<file path="src/rtl/c_descaler.sv">
// c_descaler: iterative shift-add sqrt(2) descaler, result = a + a>>2 + a>>3 + a>>5 + a>>7.
// Optional macro C_DESCALER_SAT_EN saturates overflowing results to all ones instead of wrapping.
module c_descaler #(
    parameter int unsigned N = 4
) (
    input  logic              clk_i,
    input  logic              rst_ni,
    input  logic [2**N-1:0]   a_i,
    input  logic              in_valid_i,
    output logic              in_ready_o,
    output logic [2**N-1:0]   result_o,
    output logic              out_valid_o,
    input  logic              out_ready_i
);

    localparam int unsigned W = 2**N;

    localparam logic [1:0] StIdle = 2'd0;
    localparam logic [1:0] StAcc  = 2'd1;
    localparam logic [1:0] StDone = 2'd2;

    logic [1:0]   state_q, state_d;
    logic [2:0]   idx_q, idx_d;
    logic [W-1:0] a_q, a_d;
    logic [W:0]   acc_q, acc_d;
    logic [W-1:0] result_q, result_d;

    logic [2:0]   shamt;
    logic [W:0]   term;
    logic [W:0]   sum;
    logic [W-1:0] sum_mapped;

    // Shift amount for the term added at the current index (index 0 is a itself).
    always_comb begin
        shamt = 3'd0;
        case (idx_q)
            3'd1:    shamt = 3'd2;
            3'd2:    shamt = 3'd3;
            3'd3:    shamt = 3'd5;
            3'd4:    shamt = 3'd7;
            default: shamt = 3'd0;
        endcase
    end

    always_comb begin
        term = {1'b0, a_q >> shamt};
        sum  = acc_q + term;
    end

`ifdef C_DESCALER_SAT_EN
    always_comb begin
        sum_mapped = sum[W] ? {W{1'b1}} : sum[W-1:0];
    end
`else
    always_comb begin
        sum_mapped = sum[W-1:0];
    end
`endif

    always_comb begin
        state_d  = state_q;
        idx_d    = idx_q;
        a_d      = a_q;
        acc_d    = acc_q;
        result_d = result_q;
        case (state_q)
            StIdle: begin
                if (in_valid_i) begin
                    a_d     = a_i;
                    acc_d   = {1'b0, a_i};
                    idx_d   = 3'd1;
                    state_d = StAcc;
                end
            end
            StAcc: begin
                acc_d = sum;
                idx_d = idx_q + 3'd1;
                if (idx_q == 3'd4) begin
                    result_d = sum_mapped;
                    idx_d    = 3'd0;
                    state_d  = StDone;
                end
            end
            StDone: begin
                if (out_ready_i) begin
                    state_d = StIdle;
                end
            end
            default: begin
                state_d = StIdle;
                idx_d   = 3'd0;
            end
        endcase
    end

    always_ff @(posedge clk_i or negedge rst_ni) begin
        if (!rst_ni) begin
            state_q  <= StIdle;
            idx_q    <= 3'd0;
            a_q      <= '0;
            acc_q    <= '0;
            result_q <= '0;
        end else begin
            state_q  <= state_d;
            idx_q    <= idx_d;
            a_q      <= a_d;
            acc_q    <= acc_d;
            result_q <= result_d;
        end
    end

    // Handshake outputs decode straight from the state register.
    assign in_ready_o  = (state_q == StIdle);
    assign out_valid_o = (state_q == StDone);
    assign result_o    = result_q;

endmodule

</file>
<file path="config.mk">
export PLATFORM = sky130hd
export DESIGN_NAME = c_descaler
export DESIGN_NICKNAME = d
export VERILOG_FILES = /design/src/rtl/c_descaler.sv
export SDC_FILE = /design/constraint.sdc
export NUM_CORES = 1
export LEC_CHECK = 0
export ABC_CLOCK_PERIOD_IN_PS = 7160
export BUFFER_PORTS_ARGS = -buffer_cell sky130_fd_sc_hd__buf_2
export CAP_MARGIN = 20
export CORE_MARGIN = 5
export CORE_UTILIZATION = 25
export DETAILED_ROUTE_END_ITERATION = 8
export SLEW_MARGIN = 10
export SYNTH_ARGS = -nofsm -noshare
export SYNTH_HDL_FRONTEND = slang
export SYNTH_SLANG_ARGS = --single-unit
</file>
<file path="constraint.sdc">
create_clock -name clk_i -period 7.16 [get_ports clk_i]
set_input_delay 1.432 -clock clk_i [delete_from_list [all_inputs] [get_ports clk_i]]
set_output_delay 1.432 -clock clk_i [all_outputs]
set_load 0.01 [all_outputs]
</file>
**Word level (Yosys, flattened, before mapping)**

Cells that the tools add are included.

- Flip-flop bits (word level): 54
- Output and inout bits: 18
- Logic and storage cells: 35

- Add/sub/neg operators: 2
- Equal/unequal tests: 9
- Shift operators: 1
- Multiplexer cells: 10
- Bitwise gates (word level): 1
- Reductions and logical operators: 7

Operators by type and width:

| kind | number |
|---|---|
| 17-bit one-hot mux with 2 select lines | 1 |
| 17-bit by 16-bit adder with 17-bit output | 1 |
| 17-bit 2-to-1 mux | 1 |
| 16-bit by 3-bit right shift with 16-bit output | 1 |
| 3-bit one-hot mux with 4 select lines | 1 |
| 3-bit one-hot mux with 3 select lines | 1 |
| 2-bit AND reduction | 4 |
| 3-bit by 2-bit == test with 1-bit output (second input constant) | 2 |
| 2-bit 2-to-1 mux | 3 |
| 3-bit 2-to-1 mux | 2 |
| 2-bit one-hot mux with 3 select lines | 1 |
| 2-bit != test (second input constant) | 2 |
| 3-bit by 1-bit adder with 3-bit output (second input constant) | 1 |
| 3-bit by 1-bit == test with 1-bit output (second input constant) | 1 |
| 3-bit == test (second input constant) | 1 |
| 3-bit AND reduction | 1 |
| 2-bit by 1-bit == test with 1-bit output (second input constant) | 1 |
| 2-bit == test (second input constant) | 1 |
| 2-bit zero test | 1 |
| 2-bit by 1-bit != test with 1-bit output (second input constant) | 1 |
| 2-bit nonzero test | 1 |
| 1-bit NOT | 1 |

**Longest topological paths before layout**

Gate-level depths: netlist (run 1).

- Depth after elaboration: 5
- Depth in mapped cells: 17
- Depth with buffers taken out: 16

**Least setup slack after synthesis (run 1)**

OpenSTA, ideal clock, no wires.

- Kind: register -> register
- Start point: register idx_q[0]
- End point: register result_q[12] (netlist: result_o[12])
- Data arrival time: 3.173 ns
- Data required time: 7.026 ns
- Setup slack: 3.853 ns
- Stages on the path, launching flop included: 18
- Period minus slack after synthesis: 3.307 ns
- Path through: dfrtp_1 > inv_1 > ha_1 > nor2b_1 > nor2_4 > buf_6 > mux2i_1 > mux2i_1 > nand2_1 > o31ai_1 > ha_1 > fa_1 > a21oi_1 > o211ai_2 > a21boi_1 > o21ai_0 > xnor2_1 > o21ai_0

- Longest elaborated chain between the ends: 4

RTL lines:

| item | line | source |
|---|---|---|
| from (decl) | 23 | `logic [2:0] idx_q, idx_d;` |
| from (signal assigned) | 105 | `idx_q <= idx_d;` |
| 3-bit == test (tied with other cells) | 36, 78 |  |
| 3-bit one-hot mux with 4 select lines | 36 | `case (idx_q)` |
| 16-bit by 3-bit right shift with 16-bit output | 46 | `term = {1'b0, a_q >> shamt};` |
| 17-bit by 16-bit adder with 17-bit output | 47 | `sum = acc_q + term;` |
| to (signal assigned) | 108 | `result_q <= result_d;` |
| to (decl) | 26 | `logic [W-1:0] result_q, result_d;` |

Several ways; a longest one is shown, not always the timed one.
A chain may end at the register's enable or synchronous reset.

**Worst setup path in the final report (run 1)**

- Start point: register idx_q[0]
- End point: register acc_q[12]

- Longest elaborated chain between the ends: 5

RTL lines:

| item | line | source |
|---|---|---|
| 3-bit == test (tied with other cells) | 36 |  |
| 3-bit one-hot mux with 4 select lines * | 36 |  |
| 16-bit by 3-bit right shift with 16-bit output * | 46 |  |
| 17-bit by 16-bit adder with 17-bit output * | 47 |  |
| 17-bit one-hot mux with 2 select lines * | 66 | `case (state_q)` |
| to (signal assigned) | 101 | `acc_q <= '0;` |
| to (signal assigned) | 107 | `acc_q <= acc_d;` |
| to (decl) | 25 | `logic [W:0] acc_q, acc_d;` |

Every way passes the cells marked *; elsewhere a longest branch is shown, timed or not.

==> run_results.csv, run 1 <==
group,metric,value,unit
status,outcome,"complete, no violations",
worst_hold_path,hp-class,"flop to flop",
synth,synth_cell_types,49,
sta,setup_viol,0,
route,wire_per_inst,14.76,um
floorplanning,dieArea,15920,um2
critical_path,crit_chain,"inv_1 > ha_1 > nor2b_1 > nor2_1 > inv_1 > mux2i_1 > nand2_1 > o31ai_1 > ha_1 > fa_1 > a21oi_1 > o211ai_2 > a21boi_1 > o21ai_0 > xnor2_1 > o21ai_0",
critical_path,setup.worst_path.class,"flop to flop",
route,drt_wl_total,8.740,mm
grt,grt_pass1_wl,14.64,mm
sta,tightestPinTransition,803.3,ps
synth,synthXorXnorAreaFrac,3.895,%
route,via_per_inst,4.770,
final_layout,final_cells,592,
clock_network,hold_buffers,0,
synth,postSynth.asyncResetShare,100.0,%
final_layout,fin_area,3911,um2
grt,grt_start_max_net_pins,54,
synth,ys_ff_latch,53,
synth,synth_compound_area_share,19.14,%
critical_path,crit_arrival,4380,ps
sta,hold_violations,0,
route,vias,2824,
final_layout,layout.nets,456,
final_layout,final.fill_count,1425,
sta,max_freq,0.2366,GHz
grt,grt.overflow.total,0,
grt,antenna_found_initial,1,
critical_path,cpMaxStageDelayCell,"nor2_1",
final_layout,drive_gt1_share,16.39,%
synth,synth_commonest_cells,"nand2_1, dfrtp_1, o21ai_0",
grt,grt_pass1_vias,2935,
synth,yosysWarnings,0,
synth,synth_cells,384,
route,drcViolationCount,0,
floorplanning,core-area,13240,um2
floorplanning,core.rowCount,42,
synth,synth_top_family_by_area,"compound AO/OA/AOI/OAI gates",
floorplanning,die_height,126.2,um
synth,seq_area_frac_synth,39.32,%
synth,synth.area.top_cells,"dfrtp_1, nand2_1, ha_1",
sta,finalCritPeriodShare,59.03,%
critical_path,crit_path_end_kind,"flop",
synth,avgSynthCellArea,8.784,um2
placement,placed_cells,581,
placement,placed_area,3712,um2
clock_network,h-tree-depth,2,
clock_network,post_cts_buffers,0,
final_layout,syn_to_final_growth,15.95,%
clock_network,cts-buffers-inserted,5,
clock_network,cts_buffer_depth,2,
floorplanning,dieWidth,126.2,um
clock_network,clk_latency,300,ps
grt,gr-usage-all-layers,11.12,%
sta,fin_crit,4226,ps
synth,yosysTopAreaCellShare,39.32,%
floorplanning,initial_core_util,25.47,%
clock_network,clk_pin_slew,70,ps
synth,synth_edf_count,0,
synth,yosys.area.top_type,"dfrtp_1",
synth,synth-main-ff-cell,"dfrtp_1",
placement,dp_hpwl,6.690,mm
clock_network,cts_sinks,53,
critical_path,start_kind,"flop",
clock_network,tritoncts,"built",
synth,synthAdderAreaFrac,8.383,%
synth,synth_most_common_cell,"nand2_1",
clock_network,cts-root-buf,"clkbuf_16",
critical_path,crit_path_max_incr_delay,640,ps
sta,slew_headroom,46.25,%
route,drt_iter0_drc,177,
sta,rsz0062_at_grt,"false",
route,dr.pass1.iters,6,
clock_network,cts_resized,0,
synth,synthesis.area,3373,um2
floorplanning,io_pins,38,
synth,synth_nets,426,
critical_path,crit_required,7320,ps
route,ant_nets,0,
placement,io_buffer_count,37,
placement,gp_congestion,0.9378,
job,drv_cap,0,
synth,synthMuxAreaShare,7.493,%
sta,report.final.slew_viol_count,0,
sta,fin_setup_tns,0,ps
synth,synth-simple-area-share,18.06,%
critical_path,crit_fanout,11,
sta,skew,7.377,ps
state kept, by name, summed over array words and instances (netlist names):
register	flops
result_o	16
a_q	16
acc_q	16
idx_q	3
state_q	2
worst paths after layout:
| kind | startpoint | endpoint | slack, ps | cells after the start |
|---|---|---|---|---|
| worst min register to register | result_o[12] | result_o[12] | 480 | 2 |
| worst max register to register | idx_q[0] | acc_q[12] | 2930 | 16 |
| worst max-delay path | idx_q[0] | acc_q[12] | 2930 | 16 |
| min in group asynchronous | rst_ni | result_o[0] | 1260 | 2 |
| max in group asynchronous | rst_ni | result_o[13] | 5440 | 2 |
| worst min-delay path | result_o[12] | result_o[12] | 480 | 2 |
cells in the final DEF (no fill, tap or decap), types with 11 or more instances in the layout:
| cell type | synthesis | final |
|---|---|---|
| nand2_1 | 101 | 101 |
| nor2_1 | 12 | 12 |
| a21oi_1 | 15 | 15 |
| inv_1 | 11 | 11 |
| o21ai_0 | 39 | 39 |
| a22oi_1 | 16 | 16 |
| mux2i_1 | 23 | 23 |
| buf_2 | 4 | 38 |
| ha_1 | 21 | 21 |
| dfrtp_1 | 53 | 53 |
layout make-up:
cell class                      count  area [um2]  share of cell area [%]
Multi-Input combinational cell    302        1924                   49.20
Sequential cell                    53        1326                   33.91
Inverter                           11       41.29                   1.056
Tap cell                          176       220.2                   5.630
Timing Repair Buffer               41       220.2                   5.630
Clock inverter                      2       37.54                  0.9597
Clock buffer                        6       138.9                   3.551
Antenna cell                        1       2.502                 0.06398
per-stage QoR:
| stage | hold WS, ps | setup slack (ps) | util [%] |
|---|---|---|---|
| after floorplan | 437.9 | 3853 | - |
| after global placement | 460.9 | 3133 | 28.03 |
| after detailed placement | 465.6 | 2911 | 28.03 |
| after CTS | 487.0 | 2889 | 29.37 |
| after global routing | 506.5 | 2561 | 29.54 |
| final | 481.7 | 2934 | 29.54 |
cell families after synthesis:
family	after synthesis
AO/OA/AOI/OAI	98
XOR/XNOR	15
adder cells (fa/ha/maj)	22
buffers and inverters	29
flip-flops	53
multiplexers	25
AND/OR/NAND/NOR	142
worst max-delay path, delay by kind of cell, from the launching register on:
family	cells	cell delay [ps]
buf+inv	2	520
simple gates	3	850
flops	1	430
compound gates	6	1020
mux	1	220
xor+xnor	1	200
fa+ha+maj	3	860
layer usage:
| layer | up-vias | GRT usage [%] | part of all wire, % |
|---|---|---|---|
| met3 | 19 | 1.397 | 4.3 |
| met2 | 74 | 17.87 | 46 |
| met5 | - | 0 | 0 |
| met4 | 0 | 4.858 | 3.0 |
| met1 | 1347 | 15.02 | 47 |
| li1 | 1384 | - | - |
Power of run 1 is left out: the tool's default activity adds up to more than one toggle a clock period on the data nets, which glitch-free logic cannot reach.
==> run 2, diff against run 1 <==
--- a/config.mk
+++ b/config.mk
@@ -5,7 +5,7 @@
 export SDC_FILE = /design/constraint.sdc
 export NUM_CORES = 1
 export LEC_CHECK = 0
-export ABC_CLOCK_PERIOD_IN_PS = 7160
+export ABC_CLOCK_PERIOD_IN_PS = 4200
 export BUFFER_PORTS_ARGS = -buffer_cell sky130_fd_sc_hd__buf_2
 export CAP_MARGIN = 20
 export CORE_MARGIN = 5
==> constraint.sdc (replaced) <==
create_clock -name clk_i -period 4.2 [get_ports clk_i]
set_input_delay 0.84 -clock clk_i [delete_from_list [all_inputs] [get_ports clk_i]]
set_output_delay 0.84 -clock clk_i [all_outputs]
set_load 0.01 [all_outputs]
==> run_results.csv, run 2 (same netlist as run 1, synthesis figures left out) <==
group,metric,value,unit
status,outcome,"complete, no violations",
floorplanning,die_height,126.2,um
grt,gr-usage-all-layers,11.03,%
route,drt_wl_total,8.756,mm
clock_network,h-tree-depth,2,
critical_path,crit_chain,"inv_1 > ha_1 > nor2b_1 > nor2_4 > mux2i_1 > mux2i_1 > nand2_1 > o31ai_1 > ha_1 > fa_1 > a21oi_1 > o211ai_2 > a21boi_1 > o21ai_0 > xnor2_1 > o21ai_0",
sta,max_freq,0.2590,GHz
route,ant_nets,0,
grt,grt.overflow.total,0,
critical_path,r2r_cells,16,
grt,grt.busiest_layer,"met2",
grt,grt_pass1_wl,14.10,mm
final_layout,antenna_cells,0,
floorplanning,core.rowCount,42,
clock_network,clk_latency,300,ps
worst_hold_path,hp-class,"flop to flop",
critical_path,crit_path_end_kind,"flop",
sta,setup_viol,0,
placement,io_buffer_count,37,
worst_hold_path,whs_path_depth,2,
sta,rsz0062_at_grt,"false",
sta,slew_headroom,49.49,%
sta,fin_crit,3861,ps
critical_path,path_buf_inv,1,
grt,grt_start_max_net_pins,32,
sta,finalWorstSetupSlack,339.2,ps
sta,hold_violations,0,
floorplanning,core-area,13240,um2
critical_path,crit_required,4350,ps
placement,gp_congestion,0.8655,
floorplanning,initial_core_util,25.47,%
clock_network,hold_buffers,0,
grt,met3_usage,1.355,%
final_layout,final_common_cell,"nand2_1",
critical_path,critical_path_depth,16,
clock_network,post_cts_buffers,0,
floorplanning,io_pins,38,
route,dr.pass1.iters,4,
route,vias,2828,
clock_network,cts_sinks,53,
clock_network,tritoncts,"built",
critical_path,crit_path_max_incr_delay,490,ps
route,drcViolationCount,0,
clock_network,clk_pin_slew,70,ps
placement,dp_hpwl,6.761,mm
sta,skew,10.98,ps
final_layout,fin_area,3908,um2
job,drv_cap,0,
critical_path,cpMaxStageDelayCell,"nor2_4",
grt,grt_pass1_vias,2719,
final_layout,mostFrequentLayoutCells,"nand2_1, dfrtp_1, o21ai_0",
route,drt_iter0_drc,104,
final_layout,final.fill_count,1412,
clock_network,cts_resized,0,
critical_path,setup.worst_path.class,"flop to flop",
clock_network,cts-buffers-inserted,5,
route,via_per_inst,4.769,
floorplanning,dieWidth,126.2,um
clock_network,cts-root-buf,"clkbuf_16",
critical_path,crit_fanout,18,
sta,fin_setup_tns,0,ps
grt,use_met2,18.12,%
sta,finalCritPeriodShare,91.92,%
grt,gr-usage-met1,14.84,%
placement,dp_slack,363.6,ps
final_layout,syn_to_final_growth,15.84,%
critical_path,crit_family,"compound AO/OA/AOI/OAI gates",
final_layout,drive_gt1_share,16.79,%
clock_network,cts_buffer_depth,2,
critical_path,start_kind,"flop",
sta,report.final.slew_viol_count,0,
placement,placed_area,3735,um2
grt,antenna_found_initial,0,
route,wire_per_inst,14.77,um
floorplanning,dieArea,15920,um2
critical_path,crit_arrival,4010,ps
sta,tightestPinTransition,756.8,ps
final_layout,layout.nets,458,
-- run 2: metrics by stage --
step	utilization (%)	cells	hold slack (ps)
global route	29.51	593	516.1
finish	29.51	593	484.8
CTS	29.39	592	488.2
floorplan	-	384	437.9
global placement	28.20	584	462.0
detailed placement	28.20	584	470.3
-- run 2: final timing paths --
| check | slack (ps) | start | end |
|---|---|---|---|
| max | 340 | idx_q[0] | acc_q[12] |
| min | 480 | result_o[2] | result_o[2] |
| max reg2reg | 340 | idx_q[0] | acc_q[12] |
| min reg2reg | 480 | result_o[2] | result_o[2] |
| max in group asynchronous | 2850 | rst_ni | result_o[13] |
| min in group asynchronous | 530 | rst_ni | result_o[0] |
-- run 2: layout make-up --
type / instances / area (um2) / share of cell area (%)
clock buffer: 7 / 152.6 / 3.906
clock inverter: 1 / 5.005 / 0.1281
inverter: 11 / 41.29 / 1.057
multi-input combinational: 302 / 1924 / 49.25
sequential: 53 / 1326 / 33.94
tap: 176 / 220.2 / 5.636
timing repair buffer: 43 / 237.7 / 6.084
-- run 2: per-layer routing --
| metal | vias up | wire length (um) |
|---|---|---|
| li1 | 1394 | - |
| met1 | 1358 | 4193 |
| met2 | 61 | 4131 |
| met3 | 15 | 227 |
| met4 | 0 | 204 |
| met5 | - | 0 |
-- run 2: tightest hold or removal path: cells and delay by family (launching register included) --
family             cells  cell delay (ps)
AOI/OAI and AO/OA      1               60
DFF                    1              350
and+or+nand+nor        1               50
Power of run 2 is left out for the same reason.
==> run 3, diff against run 2 <==
--- a/config.mk
+++ b/config.mk
@@ -5,7 +5,7 @@
 export SDC_FILE = /design/constraint.sdc
 export NUM_CORES = 1
 export LEC_CHECK = 0
-export ABC_CLOCK_PERIOD_IN_PS = 4200
+export ABC_CLOCK_PERIOD_IN_PS = 3600
 export BUFFER_PORTS_ARGS = -buffer_cell sky130_fd_sc_hd__buf_2
 export CAP_MARGIN = 20
 export CORE_MARGIN = 5
==> constraint.sdc (replaced) <==
create_clock -name clk_i -period 3.6 [get_ports clk_i]
set_input_delay 0.72 -clock clk_i [delete_from_list [all_inputs] [get_ports clk_i]]
set_output_delay 0.72 -clock clk_i [all_outputs]
set_load 0.01 [all_outputs]
==> run_results.csv, run 3 (same netlist as run 1, synthesis figures left out) <==
group,metric,value,unit
clock_network,cts_buffer_depth,2,
clock_network,hold_buffers,0,
final_layout,final.fill_count,1421,
placement,dp_hpwl,6.927,mm
floorplanning,core.rowCount,42,
final_layout,layout.nets,472,
final_layout,mostFrequentLayoutCells,"nand2_1, dfrtp_1, o21ai_0",
sta,rsz0062_at_grt,"false",
grt,grt.overflow.total,0,
clock_network,clk_pin_slew,70,ps
critical_path,endpoint,"acc_q[12]",
route,via_per_inst,4.746,
critical_path,crit_path_start,"idx_q[0]",
final_layout,final_cells,606,
sta,slew_headroom,44.23,%
placement,gp_congestion,0.8968,
clock_network,cts-buffers-inserted,5,
critical_path,r2r_cells,17,
critical_path,crit_fanout,5,
critical_path,setup.worst_path.class,"flop to flop",
sta,finalCritPeriodShare,93.72,%
critical_path,start_kind,"flop",
route,drt_wl_total,8.950,mm
sta,max_freq,0.2964,GHz
route,vias,2876,
critical_path,path_buf_inv,2,
route,drcViolationCount,0,
sta,fin_crit,3374,ps
critical_path,reg2reg_slack,230,ps
critical_path,crit_chain,"inv_1 > ha_2 > nor3_2 > nor2_4 > buf_4 > mux2i_1 > mux2i_1 > nand2_1 > o31ai_2 > ha_1 > fa_2 > a21oi_2 > o211ai_2 > a21boi_2 > o21ai_0 > xnor2_1 > o21ai_0",
grt,grt_pass1_vias,2925,
route,wire_per_inst,14.77,um
final_layout,drive_gt1_share,22.56,%
critical_path,crit_path_end_kind,"flop",
floorplanning,io_pins,38,
clock_network,cts-root-buf,"clkbuf_16",
grt,antenna_found_initial,0,
floorplanning,initial_core_util,25.47,%
worst_hold_path,hp-class,"flop to flop",
sta,skew,9.252,ps
critical_path,rr_endpoint,"acc_q[12]",
final_layout,final_common_cell,"nand2_1",
grt,gr-usage-all-layers,11.18,%
critical_path,cpMaxStageDelayCell,"dfrtp_1",
sta,report.final.slew_viol_count,0,
route,dr.pass1.iters,4,
clock_network,clk_latency,300,ps
critical_path,crit_family,"compound AO/OA/AOI/OAI gates",
critical_path,reg2reg_from,"idx_q[0]",
final_layout,antenna_cells,0,
route,ant_nets,0,
sta,whs,483.2,ps
floorplanning,core-area,13240,um2
clock_network,cts_sinks,53,
route,drt_iter0_drc,115,
grt,grt_start_max_net_pins,38,
placement,io_buffer_count,37,
critical_path,crit_required,3750,ps
clock_network,tritoncts,"built",
sta,tightestPinTransition,836.5,ps
clock_network,h-tree-depth,2,
placement,placed_cells,593,
floorplanning,dieWidth,126.2,um
final_layout,syn_to_final_growth,21.07,%
sta,fin_setup_tns,0,ps
floorplanning,die_height,126.2,um
grt,grt_pass1_wl,14.63,mm
critical_path,critical_path_depth,17,
critical_path,crit_arrival,3520,ps
floorplanning,dieArea,15920,um2
sta,hold_violations,0,
critical_path,crit_path_max_incr_delay,420,ps
job,drv_cap,0,
sta,setup_viol,0,
status,outcome,"complete, no violations",
## run 3: cell count changes in the layout (fill, tap and decap cells not counted), moves of 2 or more
cell,before,now
buf_4,5,18
ha_1,21,17
ha_2,0,4
mux2i_1,23,18
mux2i_2,0,2
mux2i_4,0,3
## run 3: final cells by class
cell class / count / area, um2 / share of cell area [%]
multi-input cells: 302 / 2002 / 49.02
flip-flops and latches: 53 / 1326 / 32.48
repair buffers: 57 / 351.6 / 8.609
well taps: 176 / 220.2 / 5.392
clock buffers: 7 / 142.6 / 3.493
inverters: 11 / 41.29 / 1.011
## run 3: routing by layer
layer,up-vias,GRT usage [%],part of all wire (%)
li1,1421,-,-
met1,1377,14.68,46
met2,65,18.97,47
met3,13,1.524,4.7
met4,0,3.659,1.8
met5,-,0,0
## run 3: per-stage QoR
step | area [um2] | worst slack (ps) | util, %
3_5_place_dp | 3802 | 47.29 | 28.71
4_1_cts | 3945 | 15.31 | 29.79
3_3_place_gp | 3802 | 49.51 | 28.71
6_report | 4084 | 226.0 | 30.84
2_1_floorplan | 3373 | 292.7 | -
5_1_grt | 4084 | 11.77 | 30.84
## run 3: worst min-delay path, stage by stage, from the launching register on
cell and delay, ps:
dfrtp_1 340, nand2_1 40, o21ai_0 60
## run 3: how the worst min path moves through the flow
stage                 startpoint      endpoint  slack [ps]  cells past startpoint
CTS                  result_o[6]   result_o[6]         490                      2
floorplan                 rst_ni        a_q[0]         420                      0
global route         result_o[7]   result_o[7]         510                      2
detailed placement        a_q[0]        a_q[0]         470                      2
finish               result_o[2]   result_o[2]         480                      2
global placement    result_o[14]  result_o[14]         460                      2
## run 3: timing repair
item / in CTS / in global routing
buffers inserted: 0 / 6
endpoints found under the setup margin: 0 / 21
gates resized for setup: 0 / 24
Power of run 3 is left out for the same reason.
